[config.mk]
export PLATFORM = sky130hd
export DESIGN_NAME = bus_cycle_capture
export DESIGN_NICKNAME = d
export VERILOG_FILES = /design/src/rtl/bus_cycle_capture_pkg.sv /design/src/rtl/bus_cycle_capture_fifo.sv /design/src/rtl/bus_cycle_capture.sv
export SDC_FILE = /design/constraint.sdc
export NUM_CORES = 1
export LEC_CHECK = 0
export BUFFER_PORTS_ARGS = -buffer_cell sky130_fd_sc_hd__buf_2
export CAP_MARGIN = 5
export CORE_AREA = 3 3 341 343
export CTS_CLUSTER_SIZE = 20
export DETAILED_ROUTE_END_ITERATION = 10
export DIE_AREA = 0 0 344 346
export GPL_TIMING_DRIVEN = 0
export SLEW_MARGIN = 20
export SYNTH_ARGS = -nofsm -noshare
export SYNTH_HDL_FRONTEND = slang
export SYNTH_SLANG_ARGS = --single-unit
[constraint.sdc]
create_clock -name comm_clock -period 4.7 [get_ports comm_clock]
set_clock_uncertainty 0.2 [all_clocks]
set_input_delay 0.47 -clock comm_clock [delete_from_list [all_inputs] [get_ports comm_clock]]
set_output_delay 0.47 -clock comm_clock [all_outputs]
set_load 0.01 [all_outputs]
[src/rtl/bus_cycle_capture_pkg.sv]
// ----------------------------------------------------------------------------
// bus_capture_pkg
// Shared definitions for the bus cycle capture front end: FSM state encoding,
// record layout and flag bit positions, plus a helper that packs one record.
// ----------------------------------------------------------------------------
package bus_capture_pkg;

    localparam int REC_WIDTH = 72;
    localparam int ADDR_LSB  = 0;
    localparam int DATA_LSB  = 32;
    localparam int FLAGS_LSB = 64;

    // Bit positions inside the flags byte
    localparam int FLG_RW      = 0;
    localparam int FLG_DSACK0  = 1;
    localparam int FLG_DSACK1  = 2;
    localparam int FLG_BERR    = 3;
    localparam int FLG_TIMEOUT = 4;
    localparam int FLG_ABORT   = 5;
    localparam int FLG_OVF     = 6;
    localparam int FLG_DS      = 7;

    typedef enum logic [2:0] {
        ST_IDLE,
        ST_ADDR,
        ST_WAIT_TERM,
        ST_SETTLE,
        ST_PUSH,
        ST_WAIT_END
    } cap_state_t;

    function automatic logic [REC_WIDTH-1:0] pack_record(
        input logic [7:0]  flags,
        input logic [31:0] data,
        input logic [31:0] addr
    );
        logic [REC_WIDTH-1:0] r;
        r                  = '0;
        r[ADDR_LSB  +: 32] = addr;
        r[DATA_LSB  +: 32] = data;
        r[FLAGS_LSB +: 8]  = flags;
        return r;
    endfunction

endpackage

[src/rtl/bus_cycle_capture_fifo.sv]
// ----------------------------------------------------------------------------
// record_fifo
// Synchronous first-word-fall-through FIFO. The head entry is always visible
// on o_rd_data (zero while empty). A write into a full FIFO is still accepted
// when a read happens in the same cycle; o_wr_ok reports whether the write
// was taken.
//
// Ports:
//   clk        clock, rising edge
//   rst_n      synchronous active-low reset (empties the FIFO)
//   i_wr_en    write request
//   i_wr_data  write data
//   o_wr_ok    write accepted this cycle
//   i_rd_en    pop request (ignored when empty)
//   o_rd_data  head entry
//   o_empty    no entries
//   o_full     DEPTH entries
// ----------------------------------------------------------------------------
module record_fifo #(
    parameter int WIDTH = 72,
    parameter int DEPTH = 16
) (
    input  logic             clk,
    input  logic             rst_n,
    input  logic             i_wr_en,
    input  logic [WIDTH-1:0] i_wr_data,
    output logic             o_wr_ok,
    input  logic             i_rd_en,
    output logic [WIDTH-1:0] o_rd_data,
    output logic             o_empty,
    output logic             o_full
);

    localparam int AW = $clog2(DEPTH);

    // Pointers carry one extra wrap bit so full and empty differ
    logic [AW:0]      r_wr_ptr;
    logic [AW:0]      r_rd_ptr;
    logic [WIDTH-1:0] r_mem [DEPTH];
    logic             w_rd_ok;

    assign o_empty   = (r_wr_ptr == r_rd_ptr);
    assign o_full    = (r_wr_ptr[AW] != r_rd_ptr[AW]) &&
                       (r_wr_ptr[AW-1:0] == r_rd_ptr[AW-1:0]);
    assign w_rd_ok   = i_rd_en && !o_empty;
    assign o_wr_ok   = i_wr_en && (!o_full || w_rd_ok);
    assign o_rd_data = o_empty ? '0 : r_mem[r_rd_ptr[AW-1:0]];

    always_ff @(posedge clk) begin
        if (!rst_n) begin
            r_wr_ptr <= '0;
            r_rd_ptr <= '0;
        end else begin
            if (o_wr_ok) r_wr_ptr <= r_wr_ptr + (AW+1)'(1);
            if (w_rd_ok) r_rd_ptr <= r_rd_ptr + (AW+1)'(1);
        end
    end

    always_ff @(posedge clk) begin
        if (o_wr_ok) r_mem[r_wr_ptr[AW-1:0]] <= i_wr_data;
    end

endmodule

[src/rtl/bus_cycle_capture.sv]
// ----------------------------------------------------------------------------
// bus_cycle_capture
// Samples an asynchronous 68030-style bus, splits every bus cycle into an
// address phase and a data phase, packs the result into a 72-bit record
// {flags, data, addr} and queues it for the serial dumper.
//
// Ports:
//   comm_clock      sole clock, rising edge
//   comm_reset_n    synchronous active-low reset
//   capture_enable  allow new cycles to start (a running cycle always finishes)
//   pin_as/ds/rw    bus strobes and direction (async, AS/DS active low)
//   pin_ad          multiplexed address/data (async)
//   pin_dsack0/1    termination acknowledges (async, active low)
//   pin_berr        bus error (async, active low)
//   rec_data        head record, first-word-fall-through
//   rec_valid       record available
//   rec_ready       consumer takes rec_data when rec_valid & rec_ready
//   overflow        sticky: a record was dropped since reset
//   busy            capture FSM is not idle
// ----------------------------------------------------------------------------
module bus_cycle_capture
    import bus_capture_pkg::*;
#(
    parameter int FIFO_DEPTH = 16,
    parameter int DATA_DELAY = 2,
    parameter int TIMEOUT    = 4096
) (
    input  logic                 comm_clock,
    input  logic                 comm_reset_n,
    input  logic                 capture_enable,
    input  logic                 pin_as,
    input  logic                 pin_ds,
    input  logic                 pin_rw,
    input  logic [31:0]          pin_ad,
    input  logic                 pin_dsack0,
    input  logic                 pin_dsack1,
    input  logic                 pin_berr,
    output logic [REC_WIDTH-1:0] rec_data,
    output logic                 rec_valid,
    input  logic                 rec_ready,
    output logic                 overflow,
    output logic                 busy
);

    localparam int TMO_W = $clog2(TIMEOUT) + 1;
    localparam int SET_W = $clog2(DATA_DELAY + 1) + 1;

    // ------------------------------------------------------------------
    // Two-flop synchronizers. Control order: {as, ds, rw, dsack0, dsack1, berr}
    // ------------------------------------------------------------------
    logic [5:0]  r_ctl_s1, r_ctl_s2;
    logic [31:0] r_ad_s1,  r_ad_s2;

    always_ff @(posedge comm_clock) begin
        if (!comm_reset_n) begin
            r_ctl_s1 <= '1;
            r_ctl_s2 <= '1;
            r_ad_s1  <= '1;
            r_ad_s2  <= '1;
        end else begin
            r_ctl_s1 <= {pin_as, pin_ds, pin_rw, pin_dsack0, pin_dsack1, pin_berr};
            r_ctl_s2 <= r_ctl_s1;
            r_ad_s1  <= pin_ad;
            r_ad_s2  <= r_ad_s1;
        end
    end

    logic w_as_s, w_ds_s, w_rw_s, w_dsack0_s, w_dsack1_s, w_berr_s;
    assign {w_as_s, w_ds_s, w_rw_s, w_dsack0_s, w_dsack1_s, w_berr_s} = r_ctl_s2;

    // ------------------------------------------------------------------
    // Capture FSM
    // ------------------------------------------------------------------
    cap_state_t       r_state;
    logic             r_as_prev;
    logic [31:0]      r_addr, r_data;
    logic             r_rw, r_f_dsack0, r_f_dsack1, r_f_berr, r_f_ds;
    logic             r_timeout, r_aborted, r_pend_ovf, r_overflow;
    logic [TMO_W-1:0] r_tmo_cnt;
    logic [SET_W-1:0] r_set_cnt;

    logic                 w_term, w_settle_last, w_push, w_wr_ok, w_empty, w_full;
    logic [7:0]           w_flags;
    logic [REC_WIDTH-1:0] w_record;

    assign w_term        = !w_dsack0_s || !w_dsack1_s || !w_berr_s;
    assign w_settle_last = (int'(r_set_cnt) + 1) >= DATA_DELAY;
    assign w_push        = (r_state == ST_PUSH);

    always_ff @(posedge comm_clock) begin
        if (!comm_reset_n) begin
            r_state    <= ST_IDLE;
            r_as_prev  <= 1'b1;
            r_addr     <= '0;
            r_data     <= '0;
            r_rw       <= 1'b0;
            r_f_dsack0 <= 1'b0;
            r_f_dsack1 <= 1'b0;
            r_f_berr   <= 1'b0;
            r_f_ds     <= 1'b0;
            r_timeout  <= 1'b0;
            r_aborted  <= 1'b0;
            r_pend_ovf <= 1'b0;
            r_overflow <= 1'b0;
            r_tmo_cnt  <= '0;
            r_set_cnt  <= '0;
        end else begin
            r_as_prev <= w_as_s;
            case (r_state)
                ST_IDLE: begin
                    if (r_as_prev && !w_as_s && capture_enable)
                        r_state <= ST_ADDR;
                end
                ST_ADDR: begin
                    r_addr     <= r_ad_s2;
                    r_rw       <= w_rw_s;
                    r_data     <= '0;
                    r_f_dsack0 <= 1'b0;
                    r_f_dsack1 <= 1'b0;
                    r_f_berr   <= 1'b0;
                    r_f_ds     <= 1'b0;
                    r_timeout  <= 1'b0;
                    r_aborted  <= 1'b0;
                    r_tmo_cnt  <= '0;
                    r_state    <= ST_WAIT_TERM;
                end
                ST_WAIT_TERM: begin
                    // Termination beats abort beats timeout
                    if (w_term) begin
                        r_f_dsack0 <= !w_dsack0_s;
                        r_f_dsack1 <= !w_dsack1_s;
                        r_f_berr   <= !w_berr_s;
                        r_f_ds     <= !w_ds_s;
                        r_set_cnt  <= '0;
                        r_state    <= ST_SETTLE;
                    end else if (w_as_s) begin
                        r_aborted <= 1'b1;
                        r_state   <= ST_PUSH;
                    end else if (r_tmo_cnt == TMO_W'(TIMEOUT - 1)) begin
                        r_timeout <= 1'b1;
                        r_state   <= ST_PUSH;
                    end else if (r_tmo_cnt != {TMO_W{1'b1}}) begin
                        r_tmo_cnt <= r_tmo_cnt + 1'b1;
                    end
                end
                ST_SETTLE: begin
                    // Let AD settle after termination before sampling data
                    if (w_settle_last) begin
                        r_data  <= r_ad_s2;
                        r_state <= ST_PUSH;
                    end else begin
                        r_set_cnt <= r_set_cnt + 1'b1;
                    end
                end
                ST_PUSH: begin
                    if (w_wr_ok) begin
                        r_pend_ovf <= 1'b0;
                    end else begin
                        r_overflow <= 1'b1;
                        r_pend_ovf <= 1'b1;
                    end
                    // An aborted cycle already saw AS high, nothing to wait for
                    r_state <= r_aborted ? ST_IDLE : ST_WAIT_END;
                end
                ST_WAIT_END: begin
                    if (w_as_s) r_state <= ST_IDLE;
                end
                default: r_state <= ST_IDLE;
            endcase
        end
    end

    always_comb begin
        w_flags              = '0;
        w_flags[FLG_RW]      = r_rw;
        w_flags[FLG_DSACK0]  = r_f_dsack0;
        w_flags[FLG_DSACK1]  = r_f_dsack1;
        w_flags[FLG_BERR]    = r_f_berr;
        w_flags[FLG_TIMEOUT] = r_timeout;
        w_flags[FLG_ABORT]   = r_aborted;
        w_flags[FLG_OVF]     = r_pend_ovf;
        w_flags[FLG_DS]      = r_f_ds;
        w_record             = pack_record(w_flags, r_data, r_addr);
    end

    // ------------------------------------------------------------------
    // Record buffer
    // ------------------------------------------------------------------
    record_fifo #(
        .WIDTH (REC_WIDTH),
        .DEPTH (FIFO_DEPTH)
    ) u_fifo (
        .clk       (comm_clock),
        .rst_n     (comm_reset_n),
        .i_wr_en   (w_push),
        .i_wr_data (w_record),
        .o_wr_ok   (w_wr_ok),
        .i_rd_en   (rec_ready),
        .o_rd_data (rec_data),
        .o_empty   (w_empty),
        .o_full    (w_full)
    );

    assign rec_valid = !w_empty;
    assign overflow  = r_overflow;
    assign busy      = (r_state != ST_IDLE);

endmodule

==> summary.txt <==
Status
  – Status: finished, final reports clean

Timing
  – Post-layout minimum cycle time: 4.57 ns
  – Unrepaired setup endpoints after global routing: false
  – TNS Setup: 0 ns
  – Worst-Margin Slew: between 1 and 1.5 ns
  – Final worst path period share: 0.973
  – Fmax: between 200 and 250 MHz
  – Final Hold Violating Endpoints: 0
  – Final setup vio count: 0
  – Slew Viols, Final: 0
  – Slew Limit Headroom: 0.247

Clock tree
  – Clk buf depth: 3
  – CTS Sinks: 1,335
  – Inserted Clock Buffers: between 100 and 150
  – Worst-Skew Late Latency: 0.73 ns
  – H-Tree Depth: 4
  – Root buffer cell: clkbuf_16
  – CTS tree: done
  – Clock-pin slew on the worst setup and hold paths: approximately 0.06 ns

Setup path
  – Worst Setup End Kind: output pin
  – Most frequent CP cell: buf_2
  – Critical path class: reg -> out
  – Worst Path Arrival: about 3.9 ns
  – Critical Path Max Stage Delay: 0.72 ns
  – Crit path max fanout: 10
  – WP data required: roughly 4 ns
  – Worst r2r src: u_fifo.r_wr_ptr[2]
  – Crit-path cells: buf_1 > buf_2 > clkbuf_1 > mux4_2 > o22ai_1 > nor3_1 > buf_2
  – Crit start category: flop
  – CP max stage cell: clkbuf_1

Synth
  – Distinct cells, synth: 51
  – Ys Warns: 0
  – Top cells by count, synth: edfxtp_1 (1,152), mux4_2 (288), dfxtp_1 (183)
  – Most used DFF post-synth: edfxtp_1
  – Asr flop ratio synth: 0
  – Dominant cell type by area after synthesis: edfxtp_1
  – Mapped Nets: 2,551
  – Avg Cell Area, Syn: just under 20 um^2
  – Cell with the most instances after synthesis: edfxtp_1
  – Synth Register Bits: between 1,000 and 1,500
  – Mapped Area: a little under 50,000 um^2
  – Seq/Total Area, Yosys: 0.770
  – Synthesized instance count: around 2,500
  – EDFF count, synth: ~1,200
  – Synth top area share: 0.696
  – Area contributors post-synth: edfxtp_1 (70%), mux4_2 (13%), dfxtp_1 (7.4%), o22ai_1 (1.6%), nand2b_1 (1.1%)

Floorplan
  – Initial Util: 0.436
  – Die area: 119,000 um^2
  – I/O pin cnt: around 120
  – Die width: about 340 um
  – Row cnt: approximately 120
  – Die Y: between 300 and 400 um
  – Core area: 114,000 um^2

GRT
  – Vias in the first global route: between 20,000 and 30,000
  – Gr ovfl total: 0
  – Global-route wire length before repair: 184,000 um
  – Antenna violations before repair: 6
  – Largest net degree at the start of global routing: 40
  – Total track usage: 0.216

Routing
  – Vias per std cell: 5.81
  – DRT Pass-1 Iters: 6
  – Drt wl/cell: approximately 29 um
  – Vias post-DR: 25,800
  – Remaining DRCs: 0
  – Initial DRC Count: approximately 3,000
  – Routed WL: about 130,000 um
  – Detail Route Antenna Nets: 0

Flow run
  – Max-cap viol count: 0

Power
  – Switching power: around 7 mW
  – PD cells: 488 nW/um^2
  – Leakage: between 15 and 20 nW
  – Int Pwr: 21.3 mW
  – Sw frac: 0.247
  – Clock share of power: 0.385
  – VDD IR max: ~0.35 mV
  – Seq pwr share: 0.492
  – Comb power frac: 0.123

Layout
  – Layout Area Growth over Synthesis: 16.8%
  – Nets@finish: around 2,900
  – Layout Utilization: 0.510
  – Layout cells sized above 1: 0.240
  – Design Area, Final: between 50,000 and 60,000 um^2

Place
  – Buffers added on ports: around 120
  – Placed cell area: ~53,000 um^2
  – Placer Congestion: roughly 0.87
  – DPL Wire Length: 80,000 um

Hold path
  – Hold Path Origin: comm_reset_n
  – HP Class: in -> reg
==> worst max-delay path: cells and delay by family (launching register included) <==
kind / cells / cell delay (ns)
buf+inv: 4 / 1.99
mux: 1 / 0.35
simple gates: 1 / 0.37
compound gates: 1 / 0.07
flops: 1 / 0.38
==> layer usage <==
metal  wire (um)  part of all wire  track usage
met4        3460             0.027       0.0679
met1       54200              0.43        0.311
met3        8710             0.068       0.0348
met5           0                 0            0
met2       61000              0.48        0.339
==> stage by stage <==
stage          worst slack [ns]  cells  hold slack, ns  power [mW]
6_report                  0.126   4443           0.139        28.3
5_1_grt                 0.00953   4442           0.121        29.3
4_1_cts                  0.0634   4442          0.0704        28.5
3_5_place_dp             0.0113   4163           0.191        17.7
3_3_place_gp              -2.25   4129           0.195        17.5
2_1_floorplan             0.808   2501           0.186        16.2
==> final timing paths <==
kind,end,slack (ns),depth (start not counted)
setup / recovery,rec_data[43],0.13,7
hold / removal,r_ad_s1[7],0.14,3
setup reg to reg,u_fifo.r_mem[2][33],0.96,8
hold reg to reg,r_ad_s2[27],0.20,1
==> cells by family (layout without fill, tap and decap cells) <==
kind of cell | Yosys count | count (layout) | synth area share
buffers and inverters | 156 | 585 | 0.0131
AND/OR/NAND/NOR | 426 | 426 | 0.0451
flip-flops | 1335 | 1335 | 0.770
multiplexers | 332 | 332 | 0.139
other | 0 | 1 | 0
adder cells (fa/ha/maj) | 8 | 8 | 0.00201
AO/OA/AOI/OAI | 238 | 238 | 0.0297
XOR/XNOR | 6 | 6 | 0.00106
==> layout by cell type, fill, tap and decap left out, types with 56 or more instances in the layout <==
cell and instances:
edfxtp_1 1152, mux4_2 288, dfxtp_1 183, buf_2 152, clkbuf_16 143, o22ai_1 128, clkbuf_1 108, nand2_1 94
nand2b_1 89, nor3_1 72, a21oi_1 56
==> power groups by stage <==
| stage | logic [mW] | clock network (mW) | registers, mW |
|---|---|---|---|
| after floorplan | 2.29 | 0 | 13.9 |
| after global placement | 3.42 | 0 | 14.1 |
| after detailed placement | 3.49 | 0 | 14.2 |
| after CTS | 3.53 | 11.1 | 13.9 |
| after global routing | 3.73 | 11.6 | 14.0 |
| final | 3.47 | 10.9 | 13.9 |
==> sequential cells by signal (all words and copies together) (netlist names), 3 cells and up, named ones only <==
register         count
r_ctl_s1             6
r_ad_s2             32
r_data              32
u_fifo.r_mem      1152
u_fifo.r_wr_ptr      5
u_fifo.r_rd_ptr      5
r_ad_s1             32
r_tmo_cnt           13
r_state              3
r_ctl_s2             6
r_set_cnt            3
r_addr              32
==> layout make-up <==
cell class | instances | area [um^2]
diodes | 1 | 2.50
clock buffers | 170 | 3720
fillers | 9127 | 55800
multi-input cells | 1010 | 10900
plain buffers | 144 | 619
flip-flops and latches | 1335 | 38300
clock inverters | 71 | 781
inverters | 10 | 37.5
repair buffers | 190 | 1840
well taps | 1512 | 1890
==> timing repair <==
item / 4_1_cts / 5_1_grt
endpoints found under the setup margin: 72 / 0
endpoints found under the hold margin: 43 / 0
setup buffers: 0 / 0
hold buffers: 40 / 0
gates resized for setup: 8 / 0
Note: power is estimated with default switching activity, not from simulation.
